<file path="src/rtl/cpu_fetch_pkg.sv">
// Shared types and constants for the instruction fetch stage and the control unit.
package cpu_fetch_pkg;

  typedef enum logic [2:0] {
    OP_ADDR,
    OP_DATA,
    LO_ADDR,
    LO_DATA,
    HI_ADDR,
    HI_DATA,
    HOLD
  } fetch_state_t;

  // Opcode bits that encode the instruction length
  localparam int LEN_FIELD_MSB = 7;
  localparam int LEN_FIELD_LSB = 6;

  localparam logic [1:0] LEN1 = 2'd1;
  localparam logic [1:0] LEN2 = 2'd2;
  localparam logic [1:0] LEN3 = 2'd3;

endpackage

</file>
<file path="src/rtl/instr_length_decode.sv">
// Maps an opcode to its instruction length in bytes; purely combinational so the
// control unit can reuse it.
module instr_length_decode
  import cpu_fetch_pkg::*;
#(
  parameter int DATA_WIDTH = 8
) (
  input  logic [DATA_WIDTH-1:0] opcode,
  output logic [1:0]            instr_len
);

  // Only the length field matters; the rest of the opcode is the control unit's business.
  logic unused_opcode_bits;
  assign unused_opcode_bits = ^opcode;

  always_comb begin
    case (opcode[LEN_FIELD_MSB:LEN_FIELD_LSB])
      2'b00:   instr_len = LEN1;
      2'b01:   instr_len = LEN2;
      default: instr_len = LEN3;
    endcase
  end

endmodule

</file>
<file path="src/rtl/instruction_fetch.sv">
// Fetch stage: reads 1-3 bytes at the PC, assembles opcode/operand and hands the
// instruction to the control unit over a valid/ready handshake.
module instruction_fetch
  import cpu_fetch_pkg::*;
#(
  parameter int ADDR_WIDTH = 16,
  parameter int DATA_WIDTH = 8
) (
  input  logic                    clk,
  input  logic                    reset_n,
  input  logic [ADDR_WIDTH-1:0]   pc_addr,
  output logic                    pc_enable,
  output logic [ADDR_WIDTH-1:0]   mem_addr,
  output logic                    mem_rd,
  input  logic [DATA_WIDTH-1:0]   mem_rdata,
  input  logic                    flush,
  output logic                    instr_valid,
  input  logic                    instr_ready,
  output logic [DATA_WIDTH-1:0]   opcode,
  output logic [2*DATA_WIDTH-1:0] operand,
  output logic [1:0]              instr_len
);

  fetch_state_t            state_q,   state_d;
  logic [DATA_WIDTH-1:0]   opcode_q,  opcode_d;
  logic [2*DATA_WIDTH-1:0] operand_q, operand_d;
  logic [1:0]              len_q,     len_d;

  logic [DATA_WIDTH-1:0]   dec_opcode;
  logic [1:0]              dec_len;
  logic                    addr_phase;

  // In OP_DATA the opcode is still on the bus, so decode it before it is captured.
  assign dec_opcode = (state_q == OP_DATA) ? mem_rdata : opcode_q;

  instr_length_decode #(
    .DATA_WIDTH(DATA_WIDTH)
  ) u_length_decode (
    .opcode   (dec_opcode),
    .instr_len(dec_len)
  );

  always_ff @(posedge clk or negedge reset_n) begin
    if (!reset_n) begin
      state_q   <= OP_ADDR;
      opcode_q  <= '0;
      operand_q <= '0;
      len_q     <= '0;
    end else begin
      state_q   <= state_d;
      opcode_q  <= opcode_d;
      operand_q <= operand_d;
      len_q     <= len_d;
    end
  end

  always_comb begin
    state_d = state_q;
    if (flush) begin
      state_d = OP_ADDR;
    end else begin
      case (state_q)
        OP_ADDR: state_d = OP_DATA;
        OP_DATA: state_d = (dec_len == LEN1) ? HOLD : LO_ADDR;
        LO_ADDR: state_d = LO_DATA;
        LO_DATA: state_d = (len_q == LEN2) ? HOLD : HI_ADDR;
        HI_ADDR: state_d = HI_DATA;
        HI_DATA: state_d = HOLD;
        HOLD:    if (instr_ready) state_d = OP_ADDR;
        default: state_d = OP_ADDR;
      endcase
    end
  end

  always_comb begin
    opcode_d  = opcode_q;
    operand_d = operand_q;
    len_d     = len_q;
    if (flush) begin
      opcode_d  = '0;
      operand_d = '0;
      len_d     = '0;
    end else begin
      case (state_q)
        OP_DATA: begin
          opcode_d  = mem_rdata;
          operand_d = '0;
          len_d     = dec_len;
        end
        LO_DATA: operand_d[DATA_WIDTH-1:0]            = mem_rdata;
        HI_DATA: operand_d[2*DATA_WIDTH-1:DATA_WIDTH] = mem_rdata;
        default: ;
      endcase
    end
  end

  // Read strobe and PC increment are one and the same event: one per byte fetched.
  always_comb begin
    addr_phase  = (state_q == OP_ADDR) || (state_q == LO_ADDR) || (state_q == HI_ADDR);
    mem_rd      = addr_phase && !flush && reset_n;
    pc_enable   = addr_phase && !flush && reset_n;
    mem_addr    = pc_addr;
    instr_valid = (state_q == HOLD);
  end

  assign opcode    = opcode_q;
  assign operand   = operand_q;
  assign instr_len = len_q;

endmodule

</file>
<file path="config.mk">
export PLATFORM = sky130hd
export DESIGN_NAME = instruction_fetch
export DESIGN_NICKNAME = d
export VERILOG_FILES = /design/src/rtl/cpu_fetch_pkg.sv /design/src/rtl/instr_length_decode.sv /design/src/rtl/instruction_fetch.sv
export SDC_FILE = /design/constraint.sdc
export NUM_CORES = 1
export LEC_CHECK = 0
export CORE_ASPECT_RATIO = 2
export CORE_MARGIN = 2
export CORE_UTILIZATION = 35
export DETAILED_ROUTE_END_ITERATION = 8
export GPL_TIMING_DRIVEN = 0
export PLACE_DENSITY = 0.7
export REMOVE_ABC_BUFFERS = 1
export SYNTH_ARGS = -nofsm -noshare
export SYNTH_HDL_FRONTEND = slang
export SYNTH_HIERARCHICAL = 1
export SYNTH_SLANG_ARGS = --single-unit
</file>
<file path="constraint.sdc">
create_clock -name clk -period 2.2 [get_ports clk]
set_input_delay 0.22 -clock clk [delete_from_list [all_inputs] [get_ports clk]]
set_output_delay 0.22 -clock clk [all_outputs]
set_load 0.01 [all_outputs]
</file>
==> report_table.html, run 1 <==
<table>
<tr><th>Metric</th><th>Value</th></tr>
<tr><th colspan="2">Finish</th></tr>
<tr><td>Number of inserted diodes</td><td>0</td></tr>
<tr><td>Total area of multi-input combinational cells</td><td>about 610 µm²</td></tr>
<tr><td>Final cell count without fillers</td><td>between 200 and 250</td></tr>
<tr><td>Area Overhead vs Synth</td><td>24.9%</td></tr>
<tr><td>Final-stage net count</td><td>slightly below 200</td></tr>
<tr><td>Finished layout cell area</td><td>between 1500 and 2000 µm²</td></tr>
<tr><td>Fillcell total</td><td>409</td></tr>
<tr><td>Layout cell share with drive strength beyond 1</td><td>17.4%</td></tr>
<tr><td>Area used by sequential logic in the layout</td><td>approximately 730 µm²</td></tr>
<tr><th colspan="2">Placement</th></tr>
<tr><td>Placed inst area</td><td>about 1800 µm²</td></tr>
<tr><td>Placed Instances</td><td>216</td></tr>
<tr><td>Final Wtd Congestion</td><td>roughly 0.73</td></tr>
<tr><td>Total half-perimeter wirelength after legalization and detailed placement</td><td>between 2000 and 2500 µm</td></tr>
<tr><td>Port bufs</td><td>40</td></tr>
<tr><th colspan="2">STA</th></tr>
<tr><td>Actual transition at the worst max-transition pin</td><td>0.794 ns</td></tr>
<tr><td>RSZ-0062 raised after global routing</td><td>no</td></tr>
<tr><td>Hold violation count in the final report</td><td>0</td></tr>
<tr><td>Max-Slew Margin vs Limit</td><td>47.1%</td></tr>
<tr><td>Final sum of negative setup slack</td><td>0 ns</td></tr>
<tr><td>Tmin final</td><td>~2.1 ns</td></tr>
<tr><td>Max-slew violation count</td><td>0</td></tr>
<tr><td>Final setup fails</td><td>0</td></tr>
<tr><td>WHS</td><td>a little under 0.1 ns</td></tr>
<tr><td>Share of the cycle needed by the critical path after routing</td><td>roughly 94%</td></tr>
<tr><td>Worst clock skew</td><td>~0.0066 ns</td></tr>
<tr><td>Fmax</td><td>~480 MHz</td></tr>
<tr><th colspan="2">Clock network</th></tr>
<tr><td>Clock Tree Buf Depth</td><td>2</td></tr>
<tr><td>Root buffer cell</td><td>clkbuf_8</td></tr>
<tr><td>Total clock sinks</td><td>29</td></tr>
<tr><td>Clock insertion delay at the later pin of the skew report</td><td>~0.28 ns</td></tr>
<tr><td>Clock transition at the registers of the reported paths</td><td>approximately 0.060 ns</td></tr>
<tr><td># hold bufs at CTS</td><td>0</td></tr>
<tr><td>Clock buffers created by TritonCTS</td><td>5</td></tr>
<tr><td>CTS tree</td><td>yes</td></tr>
<tr><td>H-tree levels</td><td>2</td></tr>
<tr><th colspan="2">Critical path</th></tr>
<tr><td>Buffer and inverter count on the worst path</td><td>1</td></tr>
<tr><td>Reg2reg start</td><td>state_q[2]</td></tr>
<tr><td>Launching element of the worst setup path</td><td>state_q[2]</td></tr>
<tr><td>Maximum net fanout on the critical path</td><td>19</td></tr>
<tr><td>Required time at the endpoint of the critical path</td><td>slightly below 2 ns</td></tr>
<tr><td>Kind of launch point of the worst setup path</td><td>register</td></tr>
<tr><td>Crit path largest cell delay</td><td>0.54 ns</td></tr>
<tr><td>Crit path cell chain</td><td>a211oi_1 &gt; and2_1 &gt; clkdlybuf4s50_1</td></tr>
<tr><td>Critical path's top delay family</td><td>flip-flops</td></tr>
<tr><td>Worst-path cell with the longest stage delay</td><td>dfrtp_2</td></tr>
<tr><td>Nature of the critical path endpoint</td><td>output port</td></tr>
<tr><td>Number of gates on the worst path with buffers counted</td><td>3</td></tr>
<tr><td>Start-to-end type of the worst setup path</td><td>reg -&gt; out</td></tr>
<tr><td>Cell count of the worst reg-to-reg path</td><td>6</td></tr>
<tr><td>Data arrival time of the critical path</td><td>1.85 ns</td></tr>
<tr><th colspan="2">Floorplan</th></tr>
<tr><td>Die width</td><td>~51 µm</td></tr>
<tr><td>Die span in y</td><td>about 98 µm</td></tr>
<tr><td>Full die area</td><td>5030 µm²</td></tr>
<tr><td>Std-Cell Core Area</td><td>4300 µm²</td></tr>
<tr><td>Site row count</td><td>34</td></tr>
<tr><td>Initial cell density of the core</td><td>36.2%</td></tr>
<tr><td>I/O pin count</td><td>73</td></tr>
<tr><th colspan="2">Power and ir drop</th></tr>
<tr><td>Largest vdd supply drop</td><td>383 µV</td></tr>
<tr><td>Power density over the cells</td><td>between 700 and 800 nW/µm²</td></tr>
<tr><td>Part of the power in registers</td><td>about two fifths</td></tr>
<tr><td>Switching power total</td><td>about 380 µW</td></tr>
<tr><td>Combinational fraction of design power</td><td>between 15 and 20%</td></tr>
<tr><td>Part of the power in the clock network</td><td>38.5%</td></tr>
<tr><td>P_int</td><td>around 1100 µW</td></tr>
<tr><td>Pleak</td><td>between 0.0007 and 0.0008 µW</td></tr>
<tr><td>Switching share of total power</td><td>between 20% and 30%</td></tr>
<tr><th colspan="2">Logic synthesis</th></tr>
<tr><td>Post-Synthesis Cell Area</td><td>between 1500 and 2000 µm²</td></tr>
<tr><td>Synth Register Bits</td><td>29</td></tr>
<tr><td>Count of synthesis-stage warnings from yosys</td><td>6</td></tr>
<tr><td>Most frequent cell after synthesis</td><td>dfrtp_1</td></tr>
<tr><td>Sequential element share of the synthesized area</td><td>~47%</td></tr>
<tr><td>Avg Inst Size Synth</td><td>~10 µm²</td></tr>
<tr><td>Post-Synthesis Cells</td><td>around 150</td></tr>
<tr><td>Fraction of synthesis flops using an asynchronous set or reset pin</td><td>100%</td></tr>
<tr><td>Cell types with the highest counts after synthesis</td><td>dfrtp_1 (29), a21oi_1 (21), nand2_1 (20)</td></tr>
<tr><td>Cell accounting for the most synthesized area</td><td>dfrtp_1</td></tr>
<tr><td>Primary flip-flop cell chosen by synthesis mapping</td><td>dfrtp_1</td></tr>
<tr><td>Number of flops mapped to enable cells by yosys</td><td>0</td></tr>
<tr><td>Top cell type's share of synthesized area</td><td>between 40 and 50%</td></tr>
<tr><td>Cell types occupying the most area after synthesis</td><td>dfrtp_1 (47%), buf_4 (9.2%), mux2_4 (7.7%), nor2b_4 (7.1%), a21oi_1 (6.8%)</td></tr>
<tr><td>Unique masters post-synth</td><td>23</td></tr>
<tr><th colspan="2">Detailed routing</th></tr>
<tr><td>Highest routed layer</td><td>met4</td></tr>
<tr><td>Detailed-routed wire length on met2</td><td>approximately 1900 µm</td></tr>
<tr><td>Detailed-routing iteration count for the pre-antenna-repair pass</td><td>4</td></tr>
<tr><td>Sum of routed wire length over all layers</td><td>roughly 3600 µm</td></tr>
<tr><td>Met3 routed wirelength</td><td>roughly 250 µm</td></tr>
<tr><td>Post-detailed-route DRC marker count</td><td>0</td></tr>
<tr><td>Via count</td><td>around 1100</td></tr>
<tr><td>Met1 Routed Length</td><td>around 1400 µm</td></tr>
<tr><td>Vias/cell</td><td>between 5 and 6</td></tr>
<tr><td>Post-DR wirelength/cell</td><td>around 16 µm</td></tr>
<tr><td>First-iteration detailed-routing DRC count</td><td>10</td></tr>
<tr><td>Count of antenna-violating nets left after detailed routing</td><td>0</td></tr>
<tr><th colspan="2">GRT</th></tr>
<tr><td>Maximum number of pins on one net before global-route repair</td><td>31</td></tr>
<tr><td>Number of global-route vias before repair</td><td>1189</td></tr>
<tr><td>Global router's overall resource usage</td><td>about 16%</td></tr>
<tr><td>Congestion Overflow GR</td><td>0</td></tr>
<tr><td>Wire length of the first global-routing pass</td><td>around 5800 µm</td></tr>
<tr><td>Antenna violations before repair</td><td>0</td></tr>
<tr><th colspan="2">Status</th></tr>
<tr><td>Outcome</td><td>finished clean</td></tr>
<tr><th colspan="2">Min path</th></tr>
<tr><td>Kind of path behind the tightest hold check</td><td>in -&gt; async</td></tr>
<tr><th colspan="2">Run</th></tr>
<tr><td>Max-capacitance violation count</td><td>0</td></tr>
</table>
[power by group through the flow]
stage          Sequential [µW]  Combinational, µW  Clock, µW
2_1_floorplan              624                144          0
3_3_place_gp               622                285          0
3_5_place_dp               623                286          0
4_1_cts                    614                294        579
5_1_grt                    623                313        598
6_report                   615                290        567
[registers in the layout (all words and copies together) (netlist names)]
register / flops
opcode: 8
instr_len: 2
operand: 16
state_q: 3
[layout make-up]
cell class / count / area share (%)
clock inverter: 1 / 1.55
timing repair buffer: 42 / 21.2
multi-input combinational: 91 / 31.5
tap: 54 / 3.48
inverter: 2 / 0.386
clock buffer: 7 / 4.44
sequential: 29 / 37.5
[final timing paths]
check / endpoint / slack (ns)
max in group asynchronous: state_q[2] / 1.58
min in group clk: mem_addr[4] / 0.44
hold reg to reg: operand[4] / 0.52
hold / removal: operand[10] / 0.1
setup / recovery: pc_enable / 0.13
setup reg to reg: state_q[2] / 0.34
[cells in the final DEF, fill, tap and decap left out]
| cell | Yosys | final |
|---|---|---|
| a211oi_1 | 1 | 1 |
| a21oi_1 | 21 | 21 |
| a32oi_1 | 1 | 1 |
| and2_1 | 1 | 1 |
| buf_2 | 3 | 1 |
| buf_4 | 19 | 2 |
| bufinv_16 | 0 | 1 |
| clkbuf_1 | 5 | 1 |
| clkbuf_8 | 0 | 6 |
| clkdlybuf4s15_2 | 0 | 1 |
| clkdlybuf4s50_1 | 0 | 38 |
| dfrtp_1 | 29 | 27 |
| dfrtp_2 | 0 | 2 |
| inv_1 | 2 | 2 |
| mux2_4 | 8 | 8 |
| nand2_1 | 20 | 20 |
| nand2b_1 | 1 | 1 |
| nand3_1 | 17 | 17 |
| nor2_1 | 2 | 2 |
| nor2b_1 | 2 | 2 |
| nor2b_4 | 8 | 8 |
| nor3_1 | 1 | 1 |
| nor3b_1 | 1 | 1 |
| nor3b_4 | 1 | 1 |
| o21ai_0 | 3 | 3 |
| or2_1 | 1 | 1 |
| or2b_1 | 2 | 2 |
[per-stage QoR]
| step | setup WS (ns) | total power (µW) | util (%) |
|---|---|---|---|
| floorplan | 0.219 | 768 | - |
| global placement | -0.747 | 907 | 42.2 |
| detailed placement | -0.554 | 909 | 42.1 |
| CTS | 0.00964 | 1490 | 45.2 |
| global route | 0.0425 | 1530 | 45.2 |
| finish | 0.132 | 1470 | 45.2 |
[kinds of logic (layout without fill, tap and decap cells)]
logic type | after synthesis | in the layout | synth area share, %
buffers and inverters | 32 | 52 | 14.0
flip-flops | 29 | 29 | 46.7
AND/OR/NAND/NOR | 57 | 57 | 22.8
multiplexers | 8 | 8 | 7.72
AO/OA/AOI/OAI | 26 | 26 | 8.77
[timing repair]
action | in CTS | in global routing
buffers inserted | 2 | 0
setup endpoints to repair | 4 | 2
gates resized for setup | 3 | 2
pin swaps | 1 | 0
[routing by layer]
| metal | up-vias | track usage [%] |
|---|---|---|
| li1 | 520 | - |
| met1 | 550 | 16.8 |
| met2 | 58 | 24.3 |
| met3 | 8 | 6.57 |
| met4 | 0 | 9.77 |
| met5 | - | 5.56 |
No activity file was read; power rests on OpenSTA's default activity.
==> run 2, diff against run 1 <==
--- a/config.mk
+++ b/config.mk
@@ -6,7 +6,6 @@
 export NUM_CORES = 1
 export LEC_CHECK = 0
 export CORE_ASPECT_RATIO = 2
-export CORE_MARGIN = 2
 export CORE_UTILIZATION = 35
 export DETAILED_ROUTE_END_ITERATION = 8
 export GPL_TIMING_DRIVEN = 0
==> run 2 against run 1 <==
Effect of this change: wire length is 1.1% higher; utilization is 0.35 points lower; clock power decreased by 15%; clock skew hardly changed; fmax down 1.3%; worst hold slack got worse by 0.0028 ns; critical path type unchanged; critical endpoint unchanged; largest cell class unchanged.
==> report_table.html, run 2 (synthesis gave the netlist of run 1 again) <==
<table>
<tr><th>Metric</th><th>Value</th></tr>
<tr><th colspan="2">Finish</th></tr>
<tr><td>Most common library cell in the layout ignoring fill and taps</td><td>clkdlybuf4s50_1</td></tr>
<tr><td>Final-stage net count</td><td>199 (unchanged)</td></tr>
<tr><td>Number of flip-flops in the largest register</td><td>16 (unchanged)</td></tr>
<tr><td>Number of inserted diodes</td><td>0 (unchanged)</td></tr>
<tr><td>Core occupancy in the finished layout</td><td>44.9% (-0.35 points)</td></tr>
<tr><td>Fillcell total</td><td>421 (+2.9%)</td></tr>
<tr><td>Most used cells in the layout excluding fill and tap cells</td><td>clkdlybuf4s50_1 (38), dfrtp_1 (27), a21oi_1 (21)</td></tr>
<tr><td>Final cell count without fillers</td><td>226 (unchanged)</td></tr>
<tr><td>Area Overhead vs Synth</td><td>24.0%</td></tr>
<tr><td>Layout cell share with drive strength beyond 1</td><td>18.0% (+0.58 points)</td></tr>
<tr><th colspan="2">Detailed routing</th></tr>
<tr><td>Vias/cell</td><td>4.90 (-2.6%)</td></tr>
<tr><td>Via count</td><td>1107 (-2.6%)</td></tr>
<tr><td>Post-detailed-route DRC marker count</td><td>0 (unchanged)</td></tr>
<tr><td>Count of antenna-violating nets left after detailed routing</td><td>0 (unchanged)</td></tr>
<tr><td>First-iteration detailed-routing DRC count</td><td>28 (+18)</td></tr>
<tr><td>Detailed-routing iteration count for the pre-antenna-repair pass</td><td>4 (unchanged)</td></tr>
<tr><td>Sum of routed wire length over all layers</td><td>3650 µm (+1.1%)</td></tr>
<tr><td>Post-DR wirelength/cell</td><td>16.1 µm (+1.1%)</td></tr>
<tr><th colspan="2">GRT</th></tr>
<tr><td>Wire length of the first global-routing pass</td><td>5570 µm (-3.8%)</td></tr>
<tr><td>Number of global-route vias before repair</td><td>1120 (-5.8%)</td></tr>
<tr><td>Global router's overall resource usage</td><td>16.3% (+0.57 points)</td></tr>
<tr><td>Congestion Overflow GR</td><td>0 (unchanged)</td></tr>
<tr><td>Antenna violations before repair</td><td>0 (unchanged)</td></tr>
<tr><td>Maximum number of pins on one net before global-route repair</td><td>31 (unchanged)</td></tr>
<tr><th colspan="2">STA</th></tr>
<tr><td>WHS</td><td>0.0943 ns (-0.00279 ns)</td></tr>
<tr><td>Final setup fails</td><td>0 (unchanged)</td></tr>
<tr><td>Final setup slack of the worst path</td><td>0.106 ns (-0.0264 ns)</td></tr>
<tr><td>Hold violation count in the final report</td><td>0 (unchanged)</td></tr>
<tr><td>Worst clock skew</td><td>0.00649 ns (-0.000109 ns)</td></tr>
<tr><td>Actual transition at the worst max-transition pin</td><td>0.805 ns (+0.0112 ns)</td></tr>
<tr><td>Fmax</td><td>478 MHz (-1.3%)</td></tr>
<tr><td>Final sum of negative setup slack</td><td>0 ns (unchanged)</td></tr>
<tr><td>Share of the cycle needed by the critical path after routing</td><td>95.2% (+1.2 points)</td></tr>
<tr><td>Max-Slew Margin vs Limit</td><td>46.3% (-0.75 points)</td></tr>
<tr><td>Tmin final</td><td>2.09 ns (+0.0264 ns)</td></tr>
<tr><td>Max-slew violation count</td><td>0 (unchanged)</td></tr>
<tr><td>RSZ-0062 raised after global routing</td><td>no</td></tr>
<tr><th colspan="2">Clock network</th></tr>
<tr><td>Clock transition at the registers of the reported paths</td><td>0.07 ns (about the same)</td></tr>
<tr><td>Clock insertion delay at the later pin of the skew report</td><td>0.28 ns (about the same)</td></tr>
<tr><td>Total clock sinks</td><td>29 (unchanged)</td></tr>
<tr><td># hold bufs at CTS</td><td>0 (unchanged)</td></tr>
<tr><td>Clock Tree Buf Depth</td><td>2 (unchanged)</td></tr>
<tr><td>Root buffer cell</td><td>clkbuf_8</td></tr>
<tr><td>CTS tree</td><td>yes</td></tr>
<tr><td>H-tree levels</td><td>2 (unchanged)</td></tr>
<tr><td>Clock buffers created by TritonCTS</td><td>5 (unchanged)</td></tr>
<tr><th colspan="2">Critical path</th></tr>
<tr><td>Crit path largest cell delay</td><td>0.54 ns (about the same)</td></tr>
<tr><td>Data arrival time of the critical path</td><td>1.87 ns (+0.02 ns)</td></tr>
<tr><td>Nature of the critical path endpoint</td><td>output port</td></tr>
<tr><td>Start-to-end type of the worst setup path</td><td>reg -&gt; out</td></tr>
<tr><td>Crit path cell chain</td><td>a211oi_1 &gt; and2_1 &gt; clkdlybuf4s50_1</td></tr>
<tr><td>Kind of launch point of the worst setup path</td><td>register</td></tr>
<tr><td>Maximum net fanout on the critical path</td><td>19 (unchanged)</td></tr>
<tr><td>Worst-path cell with the longest stage delay</td><td>clkdlybuf4s50_1</td></tr>
<tr><td>Required time at the endpoint of the critical path</td><td>1.98 ns (about the same)</td></tr>
<tr><th colspan="2">Power and ir drop</th></tr>
<tr><td>Power density over the cells</td><td>721 nW/µm² (-4.8%)</td></tr>
<tr><td>Largest vdd supply drop</td><td>461 µV (+20%)</td></tr>
<tr><td>Pleak</td><td>0.000780 µW (-0.54%)</td></tr>
<tr><th colspan="2">Status</th></tr>
<tr><td>Outcome</td><td>finished clean</td></tr>
<tr><th colspan="2">Floorplan</th></tr>
<tr><td>Site row count</td><td>34 (unchanged)</td></tr>
<tr><td>Die span in y</td><td>96.3 µm (-2.0%)</td></tr>
<tr><td>Initial cell density of the core</td><td>36.2% (unchanged)</td></tr>
<tr><td>I/O pin count</td><td>73 (unchanged)</td></tr>
<tr><td>Std-Cell Core Area</td><td>4300 µm² (unchanged)</td></tr>
<tr><td>Full die area</td><td>4730 µm² (-5.9%)</td></tr>
<tr><td>Die width</td><td>49.1 µm (-3.9%)</td></tr>
<tr><th colspan="2">Placement</th></tr>
<tr><td>Port bufs</td><td>40 (unchanged)</td></tr>
<tr><td>Worst slack at placement</td><td>-0.579 ns (-0.0246 ns)</td></tr>
<tr><td>Final Wtd Congestion</td><td>0.780 (+6.8%)</td></tr>
<tr><td>Total half-perimeter wirelength after legalization and detailed placement</td><td>2560 µm (+3.4%)</td></tr>
<tr><td>Placed Instances</td><td>216 (unchanged)</td></tr>
<tr><th colspan="2">Min path</th></tr>
<tr><td>Kind of path behind the tightest hold check</td><td>in -&gt; async</td></tr>
<tr><th colspan="2">Run</th></tr>
<tr><td>Max-capacitance violation count</td><td>0 (unchanged)</td></tr>
</table>
run 2: cell types whose count changed in the layout (fill, tap and decap cells not counted), sizes merged:
cell,previous run,this run
bufinv,1,0
clkinv,0,1
run 2: final cells by class:
cell class,instances,area [µm²],area share [%]
clock buffer,7,96.3,5.00
clock inverter,1,5.00,0.260
inverter,2,7.51,0.389
multi-input combinational,91,612,31.7
sequential,29,728,37.8
tap,54,67.6,3.50
timing repair buffer,42,412,21.3
run 2: worst max-delay path, delay by kind of cell, from the launching register on:
family / cells / cell delay [ns]
buffers and inverters: 1 / 0.54
flip-flops: 1 / 0.53
AND/OR/NAND/NOR: 1 / 0.21
AO/OA/AOI/OAI: 1 / 0.31
run 2: final timing paths:
check | start | endpoint | slack (ns) | cells past startpoint
worst max-delay path | state_q[2] | pc_enable | 0.11 | 3
worst min-delay path | reset_n | opcode[2] | 0.09 | 1
worst max register to register | state_q[2] | state_q[2] | 0.34 | 6
worst min register to register | operand[13] | operand[13] | 0.52 | 2
max in group asynchronous | reset_n | state_q[1] | 1.57 | 1
min in group clk | pc_addr[10] | mem_addr[10] | 0.44 | 0
run 2: where the power goes:
group	internal (µW)	switching (µW)	total (µW)
Combinational	161	131	292
Clock	282	201	484
Sequential	566	48.3	615
Total	1010	381	1390
run 2: per-stage QoR:
stage	cell area [µm²]	power [µW]
2_1_floorplan	1350	768
3_3_place_gp	1810	908
3_5_place_dp	1810	910
4_1_cts	1930	1410
5_1_grt	1930	1450
6_report	1930	1390
run 2: timing repair:
item                                   in CTS  in global routing
endpoints found under the hold margin       0                  0
gates resized for setup                     5                  0
buffers inserted                            2                  0
setup endpoints to repair                   4                  0
run 2: layer usage:
| layer | GRT usage [%] | vias up | wire [µm] |
|---|---|---|---|
| met5 | 0 | - | 0 |
| met4 | 8.33 | 0 | 86 |
| met3 | 6.79 | 5 | 293 |
| met2 | 26.7 | 54 | 1900 |
| met1 | 17.7 | 527 | 1370 |
| li1 | - | 521 | - |
